==> config.mk <==
export PLATFORM = sky130hd
export DESIGN_NAME = pwm_duty_gen
export DESIGN_NICKNAME = d
export VERILOG_FILES = /design/src/rtl/pwm_duty_gen.sv
export SDC_FILE = /design/constraint.sdc
export NUM_CORES = 1
export LEC_CHECK = 0
export BUFFER_PORTS_ARGS = -buffer_cell sky130_fd_sc_hd__buf_2
export CORE_AREA = 2 2 74 76
export CTS_CLUSTER_SIZE = 10
export DETAILED_ROUTE_END_ITERATION = 8
export DIE_AREA = 0 0 76 78
export GPL_TIMING_DRIVEN = 0
export HOLD_SLACK_MARGIN = 0.15
export PLACE_DENSITY_LB_ADDON = 0.12
export SLEW_MARGIN = 20
export SYNTH_ARGS = -nofsm -noshare
export SYNTH_HDL_FRONTEND = slang
export SYNTH_SLANG_ARGS = --single-unit
export TNS_END_PERCENT = 50
==> constraint.sdc <==
create_clock -name pxCLK -period 3.18 [get_ports pxCLK]
set_input_delay 0.477 -clock pxCLK [delete_from_list [all_inputs] [get_ports pxCLK]]
set_output_delay 0.477 -clock pxCLK [all_outputs]
set_load 0.05 [all_outputs]
==> src/rtl/pwm_duty_gen.sv <==
`default_nettype none
// ============================================================================
// Module   : pwm_duty_gen
// Purpose  : Tick-driven PWM generator. A divider supplies a one-cycle tick
//            strobe; the period counter advances only on ticks. The duty value
//            is accepted over a valid/ready handshake and applied only at a
//            period boundary, so a running period is never truncated.
// Ports    : pxCLK        - system clock, all logic on the rising edge
//            reset        - asynchronous active-low reset
//            tick         - one-cycle counting strobe from the divider
//            run          - level start/stop request, sampled on tick
//            duty_valid   - duty_in is valid
//            duty_in      - requested high-ticks per period (clamped to PERIOD)
//            duty_ready   - a new duty can be accepted
//            pwm_out      - PWM output
//            period_start - one-cycle pulse when a period begins
//            active       - high while the generator is in RUN or STOP
// Options  : PWM_SOFTSTART_EN - when defined, the handshake writes a target
//            and the applied duty ramps by one tick per period toward it.
// Revision : 1.0 - initial release
// ============================================================================
module pwm_duty_gen #(
    parameter int PERIOD = 200,
    parameter int CNT_W  = 8,
    parameter int DUTY_W = 8
) (
    input  logic              pxCLK,
    input  logic              reset,
    input  logic              tick,
    input  logic              run,
    input  logic              duty_valid,
    input  logic [DUTY_W-1:0] duty_in,
    output logic              duty_ready,
    output logic              pwm_out,
    output logic              period_start,
    output logic              active
);

    localparam logic [CNT_W-1:0] c_last = CNT_W'(PERIOD - 1);
    localparam logic [CNT_W-1:0] c_full = CNT_W'(PERIOD);

    typedef enum logic [1:0] {
        S_IDLE = 2'd0,
        S_RUN  = 2'd1,
        S_STOP = 2'd2
    } state_t;

    state_t           r_state;
    state_t           w_state_nxt;
    logic [CNT_W-1:0] r_cnt;
    logic [CNT_W-1:0] w_cnt_nxt;
    logic             w_boundary;
    logic             w_wrap;
    logic             r_period_start;
    logic [CNT_W-1:0] r_duty_act;
    logic [CNT_W-1:0] w_duty_clamped;
    logic             w_xfer;

    assign w_wrap = (r_cnt == c_last);

    // Requests above PERIOD saturate to a full-high period.
    assign w_duty_clamped = (32'(duty_in) > 32'(PERIOD)) ? c_full : CNT_W'(duty_in);

    assign w_xfer = duty_valid && duty_ready;

    // ------------------------------------------------------------------------
    // Next-state / counter logic. Nothing moves except on a tick cycle.
    // A boundary is either the IDLE->RUN start or a wrap while running; both
    // produce a period_start pulse and a duty update.
    // ------------------------------------------------------------------------
    always_comb begin
        w_state_nxt = r_state;
        w_cnt_nxt   = r_cnt;
        w_boundary  = 1'b0;
        if (tick) begin
            case (r_state)
                S_IDLE: begin
                    w_cnt_nxt = '0;
                    if (run) begin
                        w_state_nxt = S_RUN;
                        w_boundary  = 1'b1;
                    end
                end
                S_RUN, S_STOP: begin
                    if ((r_state == S_STOP) && !run && w_wrap) begin
                        // Stop completes: last tick of the period, no new period.
                        w_state_nxt = S_IDLE;
                        w_cnt_nxt   = '0;
                    end else begin
                        // Re-asserting run during STOP just resumes counting,
                        // so the period cadence is unbroken.
                        w_state_nxt = run ? S_RUN : S_STOP;
                        if (w_wrap) begin
                            w_cnt_nxt  = '0;
                            w_boundary = 1'b1;
                        end else begin
                            w_cnt_nxt = r_cnt + 1'b1;
                        end
                    end
                end
                default: begin
                    w_state_nxt = S_IDLE;
                    w_cnt_nxt   = '0;
                end
            endcase
        end
    end

    always_ff @(posedge pxCLK or negedge reset) begin
        if (!reset) begin
            r_state        <= S_IDLE;
            r_cnt          <= '0;
            r_period_start <= 1'b0;
        end else begin
            r_state        <= w_state_nxt;
            r_cnt          <= w_cnt_nxt;
            r_period_start <= w_boundary;
        end
    end

`ifdef PWM_SOFTSTART_EN
    // ------------------------------------------------------------------------
    // Soft-start: handshake sets a target; the applied duty walks one step
    // per boundary toward it. A new target is taken only once it is reached.
    // ------------------------------------------------------------------------
    logic [CNT_W-1:0] r_target;

    always_ff @(posedge pxCLK or negedge reset) begin
        if (!reset) begin
            r_target   <= '0;
            r_duty_act <= '0;
        end else begin
            if (w_xfer) begin
                r_target <= w_duty_clamped;
            end
            if (w_boundary) begin
                if (r_duty_act < r_target) begin
                    r_duty_act <= r_duty_act + 1'b1;
                end else if (r_duty_act > r_target) begin
                    r_duty_act <= r_duty_act - 1'b1;
                end
            end
        end
    end

    assign duty_ready = (r_duty_act == r_target);
`else
    // ------------------------------------------------------------------------
    // Shadow load: one pending value, applied whole at the next boundary.
    // Transfer and load are exclusive since one needs pending low, the other
    // pending high.
    // ------------------------------------------------------------------------
    logic [CNT_W-1:0] r_shadow;
    logic             r_pending;

    always_ff @(posedge pxCLK or negedge reset) begin
        if (!reset) begin
            r_shadow   <= '0;
            r_pending  <= 1'b0;
            r_duty_act <= '0;
        end else begin
            if (w_boundary && r_pending) begin
                r_duty_act <= r_shadow;
                r_pending  <= 1'b0;
            end
            if (w_xfer) begin
                r_shadow  <= w_duty_clamped;
                r_pending <= 1'b1;
            end
        end
    end

    assign duty_ready = !r_pending;
`endif

    // Outputs decode registers only, so reset clears them immediately.
    assign active       = (r_state != S_IDLE);
    assign pwm_out      = active && (r_cnt < r_duty_act);
    assign period_start = r_period_start;

endmodule
`default_nettype wire

==> summary.md, run 1 <==
| Metric | Value |
|---|---|
| Outcome | finished clean |
| Routed WL | 2740 um |
| Die area | 5930 um2 |
| Setup Fix Bufs, Post-CTS | 0 |
| Grt total ovfl | 0 |
| Hold buffers post-CTS | 0 |
| Peak supply drop | 0.275 mV |
| Initial antenna violation count | 0 |
| Register area | 701 um2 |
| Yosys warns | 0 |
| Register bit total from synthesis | 28 |
| Final nets | 180 |
| Final period util | 78.2% |
| DP Cell Count | 221 |
| Rows | 26 |
| Via Count | 1033 |
| Post-Syn Area per Cell | 10.9 um2 |
| Largest net degree at the start of global routing | 29 |
| PortBufs | 16 |
| Dpl cell area | 1640 um2 |
| Final min period | 2.49 ns |
| Mapped Cells | 135 |
| Initial core utilization | 29.2% |
| Io pins | 17 |
| Clock share of power | 19.9% |
| Max Freq | 0.402 GHz |
| Die width | 76 um |
| Worst-path clk slew | 0.11 ns |
| ANT cells | 0 |
| Placer Congestion | 0.733 |
| RSZ-0062 raised after global routing | no |
| Area delta synth->final | 16.2% |
| Post-route antenna net violation count | 0 |
| Vias per cell | 4.59 |
| Fin. Hold Viols | 0 |
| Max clock buf depth | 2 |
| Sw power | 0.564 mW |
| Setup Crit Path Kind | reg2out |
| Final setup vio count | 0 |
| Post-detail-place hpwl | 2090 um |
| Final setup margin | 0.695 ns |
| Pre-antenna DRT Iters | 4 |
| CTS root buffer | clkbuf_8 |
| # fillers | 525 |
| GR Util All Layers | 10.3% |
| Syn Nets | 159 |
| Pre-CTS WS | 0.977 ns |
| Seq pwr share | 39.5% |
| Area of the multi-input gates | 708 um2 |
| Initial DRC Count | 68 |
| Distinct cells, synth | 32 |
| Sw frac | 38.5% |
| Fin Clk Skew | 0.00504 ns |
| Setup_tns | 0 ns |
| Post-route DRC | 0 |
| Post-CTS sizing | 0 |
| Worst hold slack | 0.200 ns |
| Share of cells above drive strength 1 | 23.9% |
| Core area | 5040 um2 |
| Final Max Tran Viols | 0 |
| Die Y | 78 um |
| Internal cell power | 0.902 mW |
| Max-slew headroom | 57.6% |
| Maxcap violations | 0 |
| H-Tree Depth | 1 |
| Setup crit end kind | output port |
| Vias in the first global route | 1005 |
| CTS tree | yes |
| Tot Pwr | 1.47 mW |
| Routed len/inst | 12.2 um |
| Power Density | 857 nW/um2 |
| Static leakage | 0.845 nW |
| Fin util | 33.9% |
| Design Area, Final | 1710 um2 |
| Sinks on Clock Net | 28 |
| Clk_lat worst skew | 0.28 ns |
| Maximum fanout along the worst path | 7 |
| Worst path cell trace | ha_1 > a21oi_1 > o21ai_0 > a41o_1 > a31oi_1 > buf_2 |
| Sequential area share after synthesis | 47.6% |
| Worst hold path type | in2async |
| Cts bufs inserted | 3 |
| Worst EP required | 2.70 ns |
| First-pass GRT wire length | 4880 um |
| Finished Layout Cells | 225 |
| Critical-path top delay cell | dfrtp_1 |
| Worst-Margin Slew | 0.635 ns |
| Post-Syn Area | 1470 um2 |
| Crit start category | register |
| Data arrival, critical path | 2.01 ns |
| Logic pwr share | 40.6% |
| Crit-path max cell delay | 0.47 ns |
-- per-layer routing --
metal,vias up,share of wire (%),global-route usage [%]
li1,521,-,-
met1,493,50,14.2
met2,17,46,16.0
met3,2,3.6,2.56
met4,0,0.62,2.73
met5,-,0,0
-- worst max-delay path, delay by kind of cell (launching register included) --
| family | cells | cell delay [ns] |
|---|---|---|
| compound gates | 4 | 0.63 |
| buf+inv | 1 | 0.28 |
| fa+ha+maj | 1 | 0.33 |
| flops | 1 | 0.47 |
-- final timing paths --
| kind | startpoint | end | slack (ns) | depth (start not counted) |
|---|---|---|---|---|
| max in group asynchronous | reset | r_duty_act[3] | 2.57 | 1 |
| min | reset | r_state[0] | 0.20 | 1 |
| min in group pxCLK | duty_in[2] | r_shadow[2] | 0.42 | 2 |
| max reg2reg | r_cnt[0] | r_duty_act[3] | 1.00 | 5 |
| min reg2reg | r_shadow[2] | r_shadow[2] | 0.51 | 1 |
| max | r_cnt[2] | pwm_out | 0.69 | 6 |
-- Yosys cell counts --
cell       instances  share of area (%)
and3_1             2               0.85
xor2_1             3                1.8
a21oi_1            9                3.1
nand2_1            8                2.0
a31oi_1            2               0.85
nand3_1            7                2.4
o211ai_1           2                1.0
o21ai_0            8                2.7
nor2_8             1                1.4
ha_1              11                9.3
clkbuf_1           1               0.25
a211o_1            1               0.59
or3b_4             1               0.76
o41a_4             1                1.4
nor2_1             3               0.76
and4_2             1               0.68
a41o_1             1               0.68
inv_1             16                4.1
a22o_1             5                3.0
nor2b_1            2               0.85
nor3_1             2               0.68
dfrtp_1           28                 48
or3_2              1               0.51
and2b_2            2                1.2
o22ai_1            1               0.43
nor3b_1            1               0.51
a32o_1             1               0.68
nand2b_1           1               0.43
mux2i_1            1               0.68
nand4b_1           1               0.59
mux2_2            10                7.6
o2bb2ai_1          1               0.59
-- kinds of logic after synthesis --
kind of cell             after synthesis  share of synthesized area (%)
buffers and inverters                 17                           4.33
multiplexers                          11                           8.33
AND/OR/NAND/NOR                       33                           13.6
XOR/XNOR                               3                           1.78
flip-flops                            28                           47.6
AO/OA/AOI/OAI                         32                           15.0
adder cells (fa/ha/maj)               11                           9.35
-- cell usage in the layout (no fill, tap or decap), drive strengths merged, types with 2 or more instances in the layout --
cell type / synthesis / final
inv: 16 / 16
ha: 11 / 11
nand3: 7 / 7
mux2: 10 / 10
xor2: 3 / 3
a31oi: 2 / 2
a22o: 5 / 5
nor2b: 2 / 2
nor3: 2 / 2
clkbuf: 1 / 4
nand2: 8 / 8
o21ai: 8 / 8
a21oi: 9 / 9
and2b: 2 / 2
and3: 2 / 2
buf: 0 / 16
nor2: 4 / 4
o211ai: 2 / 2
dfrtp: 28 / 28
-- registers in the layout (all words and copies together) (netlist names) --
signal / count
period_start: 1
r_pending: 1
r_cnt: 8
r_shadow: 8
r_state: 2
r_duty_act: 8
-- area by class of cell --
type                    count  share of cell area, %
repair buffers             16                   4.68
plain buffers               1                  0.219
flip-flops and latches     28                   40.9
clock buffers               3                   2.41
well taps                  70                   5.12
clock inverters             1                   1.75
inverters                  16                   3.51
multi-input cells          90                   41.4
-- power by group through the flow --
stage / clock network [mW] / logic [mW] / registers, mW
floorplan: 0 / 0.478 / 0.567
global placement: 0 / 0.596 / 0.587
detailed placement: 0 / 0.606 / 0.590
CTS: 0.300 / 0.609 / 0.582
global route: 0.313 / 0.672 / 0.606
finish: 0.291 / 0.596 / 0.579
Note: power is estimated with default switching activity, not from simulation.
==> run 2, diff against run 1 <==
Clock period 3.18 ns to 2.35 ns, I/O delays scaled along.
==> run 2 against run 1 <==
Net effect:
- combinational power rose by 38%
- register-to-register slack worse by 0.83 ns
- worst setup slack got worse by 0.57 ns
- die area stayed put
- critical endpoint unchanged
- core utilization rose by 0.42 points
==> summary.md, run 2 (same netlist as run 1, synthesis figures left out) <==
| Metric | Value |
|---|---|
| Outcome | finished clean |
| Grt total ovfl | 0 (unchanged) |
| Data arrival, critical path | 1.87 ns (-0.14 ns) |
| Final min period | 2.23 ns |
| Rows | 26 (unchanged) |
| Io pins | 17 (unchanged) |
| WP buf/inv | 1 (unchanged) |
| Logic pwr share | 41.2% (+0.6 points) |
| Hold Path Stages | 2 |
| Post-route DRC | 0 (unchanged) |
| Seq pwr share | 39.2% (-0.3 points) |
| Worst EP required | 2.00 ns (-0.70 ns) |
| H-Tree Depth | 1 (unchanged) |
| CTS tree | yes |
| CP Depth | 6 (unchanged) |
| Sw frac | 38.3% (-0.22 points) |
| Pre-CTS WS | 0.171 ns (-0.806 ns) |
| First-pass GRT wire length | 4890 um (+0.29%) |
| Final setup margin | 0.124 ns (-0.571 ns) |
| Leading cell type in the layout, fill and taps excluded | dfrtp_1 |
| Final period util | 94.7% |
| Setup Crit Path Kind | reg2out |
| Worst hold path type | in2reg |
| Vias in the first global route | 1011 (+0.60%) |
| Most frequent cells in the layout | 27 x dfrtp_1, 16 x inv_1, 15 x buf_2, 11 x ha_1, 10 x mux2_2 |
| Via Count | 1043 (+0.97%) |
| Worst-Margin Slew | 0.638 ns (+0.00242 ns) |
| Initial antenna violation count | 0 (unchanged) |
| Largest net degree at the start of global routing | 29 (unchanged) |
| Power Density | 1150 nW/um2 (+35%) |
| CTS root buffer | clkbuf_8 |
| RSZ-0062 raised after global routing | no |
| Critical-path top delay cell | dfrtp_2 |
| Worst-case reg-to-reg path depth | 5 (unchanged) |
| Cts bufs inserted | 3 (unchanged) |
| Fin. Hold Viols | 0 (unchanged) |
| PortBufs | 16 (unchanged) |
| Area of the multi-input gates | 708 um2 (unchanged) |
| Worst-path clk slew | 0.10 ns (about the same) |
| Max-slew headroom | 57.5% (-0.16 points) |
| Core area | 5040 um2 (unchanged) |
| Vias per cell | 4.59 (about the same) |
| Routed len/inst | 12.3 um (+0.53%) |
| Final setup vio count | 0 (unchanged) |
| Internal cell power | 1.24 mW (+37%) |
| Static leakage | 0.854 nW (+1.0%) |
| Initial DRC Count | 62 (-8.8%) |
| Die width | 76 um (unchanged) |
| Initial core utilization | 29.2% (unchanged) |
| Crit-path max cell delay | 0.45 ns (-0.02 ns) |
| Sw power | 0.765 mW (+36%) |
| Sinks on Clock Net | 28 (unchanged) |
| ANT cells | 0 (unchanged) |
| Peak supply drop | 0.378 mV (+37%) |
| Maximum fanout along the worst path | 4 (-3) |
| GR Util All Layers | 10.3% (+0.025 points) |
| Share of cells above drive strength 1 | 24.8% (+0.97 points) |
| # fillers | 520 (-0.95%) |
| Worst path cell trace | ha_1 > a21oi_1 > o21ai_0 > a41o_1 > a31oi_1 > buf_4 |
| Die area | 5930 um2 (unchanged) |
| Placer Congestion | 0.733 (unchanged) |
| Top delay family on crit path | compound AO/OA/AOI/OAI gates |
| Tot Pwr | 2.00 mW (+36%) |
| Post-route antenna net violation count | 0 (unchanged) |
| Crit start category | register |
| Setup_tns | 0 ns (unchanged) |
| Final Max Tran Viols | 0 (unchanged) |
| Clock share of power | 19.6% (-0.3 points) |
| Routed WL | 2780 um (+1.4%) |
| Final nets | 182 (+1.1%) |
| Fin Clk Skew | 0.00309 ns (-0.00195 ns) |
| Post-detail-place hpwl | 2090 um (unchanged) |
| Maxcap violations | 0 (unchanged) |
| Clk_lat worst skew | 0.28 ns (about the same) |
| Setup crit end kind | output port |
| Area delta synth->final | 17.7% |
| Register area | 702 um2 (+0.18%) |
| Max clock buf depth | 2 (unchanged) |
| Pre-antenna DRT Iters | 4 (unchanged) |
| Max Freq | 0.449 GHz |
| Fin util | 34.4% (+0.42 points) |
| Biggest registers after layout | r_cnt: 8 flops, r_duty_act: 8 flops, r_shadow: 8 flops |
| Die Y | 78 um (unchanged) |
[run 2: cell count changes in the layout (fill, tap and decap cells not counted)]
cell,change
buf_2,-1
buf_4,+2
dfrtp_1,-1
dfrtp_2,+1
dlygate4sd3_1,+1
[run 2: layout make-up]
class,count,share of cell area (%)
multi-input cells,90,40.9
repair buffers,18,5.78
inverters,16,3.47
plain buffers,1,0.217
flip-flops and latches,28,40.5
clock inverters,1,1.73
clock buffers,3,2.38
well taps,70,5.05
[run 2: power groups by stage]
stage	Sequential, mW	Combinational (mW)	Clock [mW]
after floorplan	0.768	0.647	0
after global placement	0.794	0.806	0
after global routing	0.818	0.928	0.424
final	0.783	0.825	0.392
after detailed placement	0.799	0.820	0
after CTS	0.788	0.834	0.406
[run 2: what timing repair did]
action,in CTS,in global routing
endpoints found under the hold margin,28,0
buffers inserted,0,1
setup endpoints to repair,1,1
pin swaps,0,1
gates resized for setup,2,0
hold buffers,1,0
[run 2: final timing paths]
path	start	end	slack, ns
max	r_cnt[2]	pwm_out	0.12
max reg2reg	r_cnt[0]	r_duty_act[3]	0.17
max in group asynchronous	reset	r_cnt[2]	1.29
min	duty_in[2]	r_shadow[2]	0.30
min in group asynchronous	reset	r_state[0]	0.61
min reg2reg	r_shadow[2]	r_shadow[2]	0.51
[run 2: per-stage QoR]
| step | instances | hold WS [ns] | cell area (um2) |
|---|---|---|---|
| CTS | 226 | 0.292 | 1730 |
| global placement | 221 | 0.408 | 1640 |
| global route | 227 | 0.291 | 1730 |
| detailed placement | 221 | 0.423 | 1640 |
| floorplan | 135 | 0.0569 | 1470 |
| finish | 227 | 0.300 | 1730 |
[run 2: metal layers]
layer  track usage [%]  vias to the layer above  part of all wire [%]
li1                  -                      525                     -
met1              14.2                      497                    50
met2              16.1                       19                    46
met3              2.56                        2                   3.6
met4              2.73                        0                  0.61
met5                 0                        -                     0
==> run 3, diff against run 2 <==
--- a/config.mk
+++ b/config.mk
@@ -7,3 +7,2 @@
 export LEC_CHECK = 0
-export BUFFER_PORTS_ARGS = -buffer_cell sky130_fd_sc_hd__buf_2
 export CORE_AREA = 2 2 74 76
@@ -12,2 +11,3 @@
 export DIE_AREA = 0 0 76 78
+export DONT_BUFFER_PORTS = 1
 export GPL_TIMING_DRIVEN = 0
--- a/constraint.sdc
+++ b/constraint.sdc
@@ -3,2 +3,2 @@
 set_output_delay 0.3525 -clock pxCLK [all_outputs]
-set_load 0.05 [all_outputs]
+set_load 0.01 [all_outputs]
==> run 3 against run 2 <==
Net effect:
- total power decreased by 8.5%
- clock skew is 0.0084 ns higher
- worst setup slack barely moved
- sequential cell count unchanged
- clock power hardly changed
- fmax hardly changed
- combinational power shrank 21%
- global-route usage decreased by 0.14 points
- critical path depth decreased by 1
- routed wire length rose by 0.36%
- largest power group is now sequential cells
==> summary.md, run 3 (same netlist as run 1, synthesis figures left out) <==
| Metric | Value |
|---|---|
| Setup crit end kind | output port |
| Vias per cell | 4.68 (+1.8%) |
| Reg2Reg Setup Slack | 0.16 ns (about the same) |
| Finished Layout Cells | 211 (-7.0%) |
| Fin Clk Skew | 0.0114 ns (+0.00836 ns) |
| GR Util All Layers | 10.1% (-0.14 points) |
| Final nets | 166 (-8.8%) |
| Hold Path Origin | duty_valid |
| Largest net degree at the start of global routing | 29 (unchanged) |
| Core area | 5040 um2 (unchanged) |
| Placer Congestion | 0.731 (-0.25%) |
| Most frequent cells in the layout | 28 x dfrtp_1, 16 x inv_1, 11 x ha_1, 10 x mux2_2, 9 x a21oi_1 |
| ANT cells | 0 (unchanged) |
| Fin. Hold Viols | 0 (unchanged) |
| Post-detail-place hpwl | 2150 um (+2.9%) |
| Static leakage | 0.793 nW (-7.1%) |
| Power Density | 1100 nW/um2 (-4.5%) |
| Maxcap violations | 0 (unchanged) |
| Final period util | 94.7% (about the same) |
| Die width | 76 um (unchanged) |
| WP buf/inv | 0 (-1) |
| Clk_lat worst skew | 0.28 ns (about the same) |
| Final Max Tran Viols | 0 (unchanged) |
| Outcome | finished clean |
| Fin util | 33.0% (-1.4 points) |
| RSZ-0062 raised after global routing | no |
| Rows | 26 (unchanged) |
| H-Tree Depth | 1 (unchanged) |
| Initial DRC Count | 28 (-55%) |
| Worst path cell trace | ha_1 > a21oi_1 > o21ai_0 > a41o_1 > a31oi_1 |
| Data arrival, critical path | 1.87 ns (about the same) |
| Peak supply drop | 0.341 mV (-9.9%) |
| First-pass GRT wire length | 4870 um (-0.43%) |
| CTS root buffer | clkbuf_8 |
| Share of cells above drive strength 1 | 15.6% (-9.2 points) |
| Worst hold path type | in2reg |
| Hold buffers post-CTS | 2 (+1) |
| Max clock buf depth | 2 (unchanged) |
| Setup Fix Bufs, Post-CTS | 0 (unchanged) |
| Critical-path top delay cell | dfrtp_1 |
| Setup_tns | 0 ns (unchanged) |
| Vias in the first global route | 1049 (+3.8%) |
| Cts bufs inserted | 3 (unchanged) |
| Crit start category | register |
| Worst EP required | 2.00 ns (about the same) |
| Final min period | 2.23 ns (-0.000384 ns) |
| Die Y | 78 um (unchanged) |
| Via Count | 987 (-5.4%) |
| Sinks on Clock Net | 28 (unchanged) |
| Initial core utilization | 29.2% (unchanged) |
| Worst hold slack | 0.203 ns (-0.0968 ns) |
| Post-route DRC | 0 (unchanged) |
| Max Freq | 0.449 GHz (about the same) |
| Routed len/inst | 13.2 um (+8.0%) |
| Final setup margin | 0.124 ns (+0.000384 ns) |
| Hold Path Stages | 2 (unchanged) |
| Crit-path max cell delay | 0.48 ns (+0.03 ns) |
| Area delta synth->final | 12.8% |
| Hold EP | r_pending |
| Pre-CTS WS | 0.177 ns (+0.00607 ns) |
| Post-CTS sizing | 0 (-2) |
| Die area | 5930 um2 (unchanged) |
| Final setup vio count | 0 (unchanged) |
| Max-slew headroom | 58.6% (+1.1 points) |
| Worst-path clk slew | 0.11 ns (about the same) |
| Maximum fanout along the worst path | 7 (+3) |
| R2R Path Start | r_cnt[0] |
| Setup Crit Path Kind | reg2out |
| Post-route antenna net violation count | 0 (unchanged) |
| DP Cell Count | 205 (-7.2%) |
| PortBufs | 0 (-16) |
| Setup crit start | r_cnt[2] |
| Grt total ovfl | 0 (unchanged) |
| Top delay family on crit path | compound AO/OA/AOI/OAI gates |
| Worst-case reg-to-reg path depth | 5 (unchanged) |
| Pre-antenna DRT Iters | 4 (unchanged) |
| Initial antenna violation count | 0 (unchanged) |
| CTS tree | yes |
| Io pins | 17 (unchanged) |
| Worst-Margin Slew | 0.615 ns (-0.0230 ns) |
| Routed WL | 2790 um (+0.36%) |
| Reg2Reg Capture Point | r_duty_act[2] |
| Biggest registers after layout | r_cnt: 8 flops, r_duty_act: 8 flops, r_shadow: 8 flops |
| Leading cell type in the layout, fill and taps excluded | dfrtp_1 |
## run 3: report_power, final
group	switching [mW]	leakage (nW)	internal, mW	total (mW)
Clock	0.161	0.0357	0.228	0.389
Combinational	0.347	0.401	0.305	0.653
Sequential	0.129	0.356	0.660	0.789
## run 3: area by class of cell
type | count | area (um2)
inverter | 16 | 60.1
clock buffer | 3 | 41.3
fill | 525 | 3380
sequential | 28 | 701
multi-input combinational | 90 | 708
tap | 70 | 87.6
clock inverter | 1 | 30.0
timing repair buffer | 2 | 30.0
buffer | 1 | 3.75
## run 3: worst max path at each step
stage                                to  slack [ns]  cells past startpoint
after floorplan           r_duty_act[0]        0.38                      6
after global placement    r_duty_act[1]        0.20                      5
after detailed placement  r_duty_act[5]        0.18                      5
after CTS                       pwm_out        0.08                      5
after global routing            pwm_out        0.02                      5
final                           pwm_out        0.12                      5
## run 3: layer usage
| metal | wire length, um | vias up | GRT usage, % |
|---|---|---|---|
| li1 | - | 495 | - |
| met1 | 1330 | 474 | 12.9 |
| met2 | 1320 | 16 | 17.1 |
| met3 | 128 | 2 | 2.91 |
| met4 | 17 | 0 | 2.18 |
| met5 | 0 | - | 0 |
## run 3: metrics by stage
step           area [um2]  power [mW]
6_report             1660        1.83
5_1_grt              1660        1.99
4_1_cts              1660        1.86
3_5_place_dp         1560        1.46
3_3_place_gp         1560        1.43
2_1_floorplan        1470        1.30
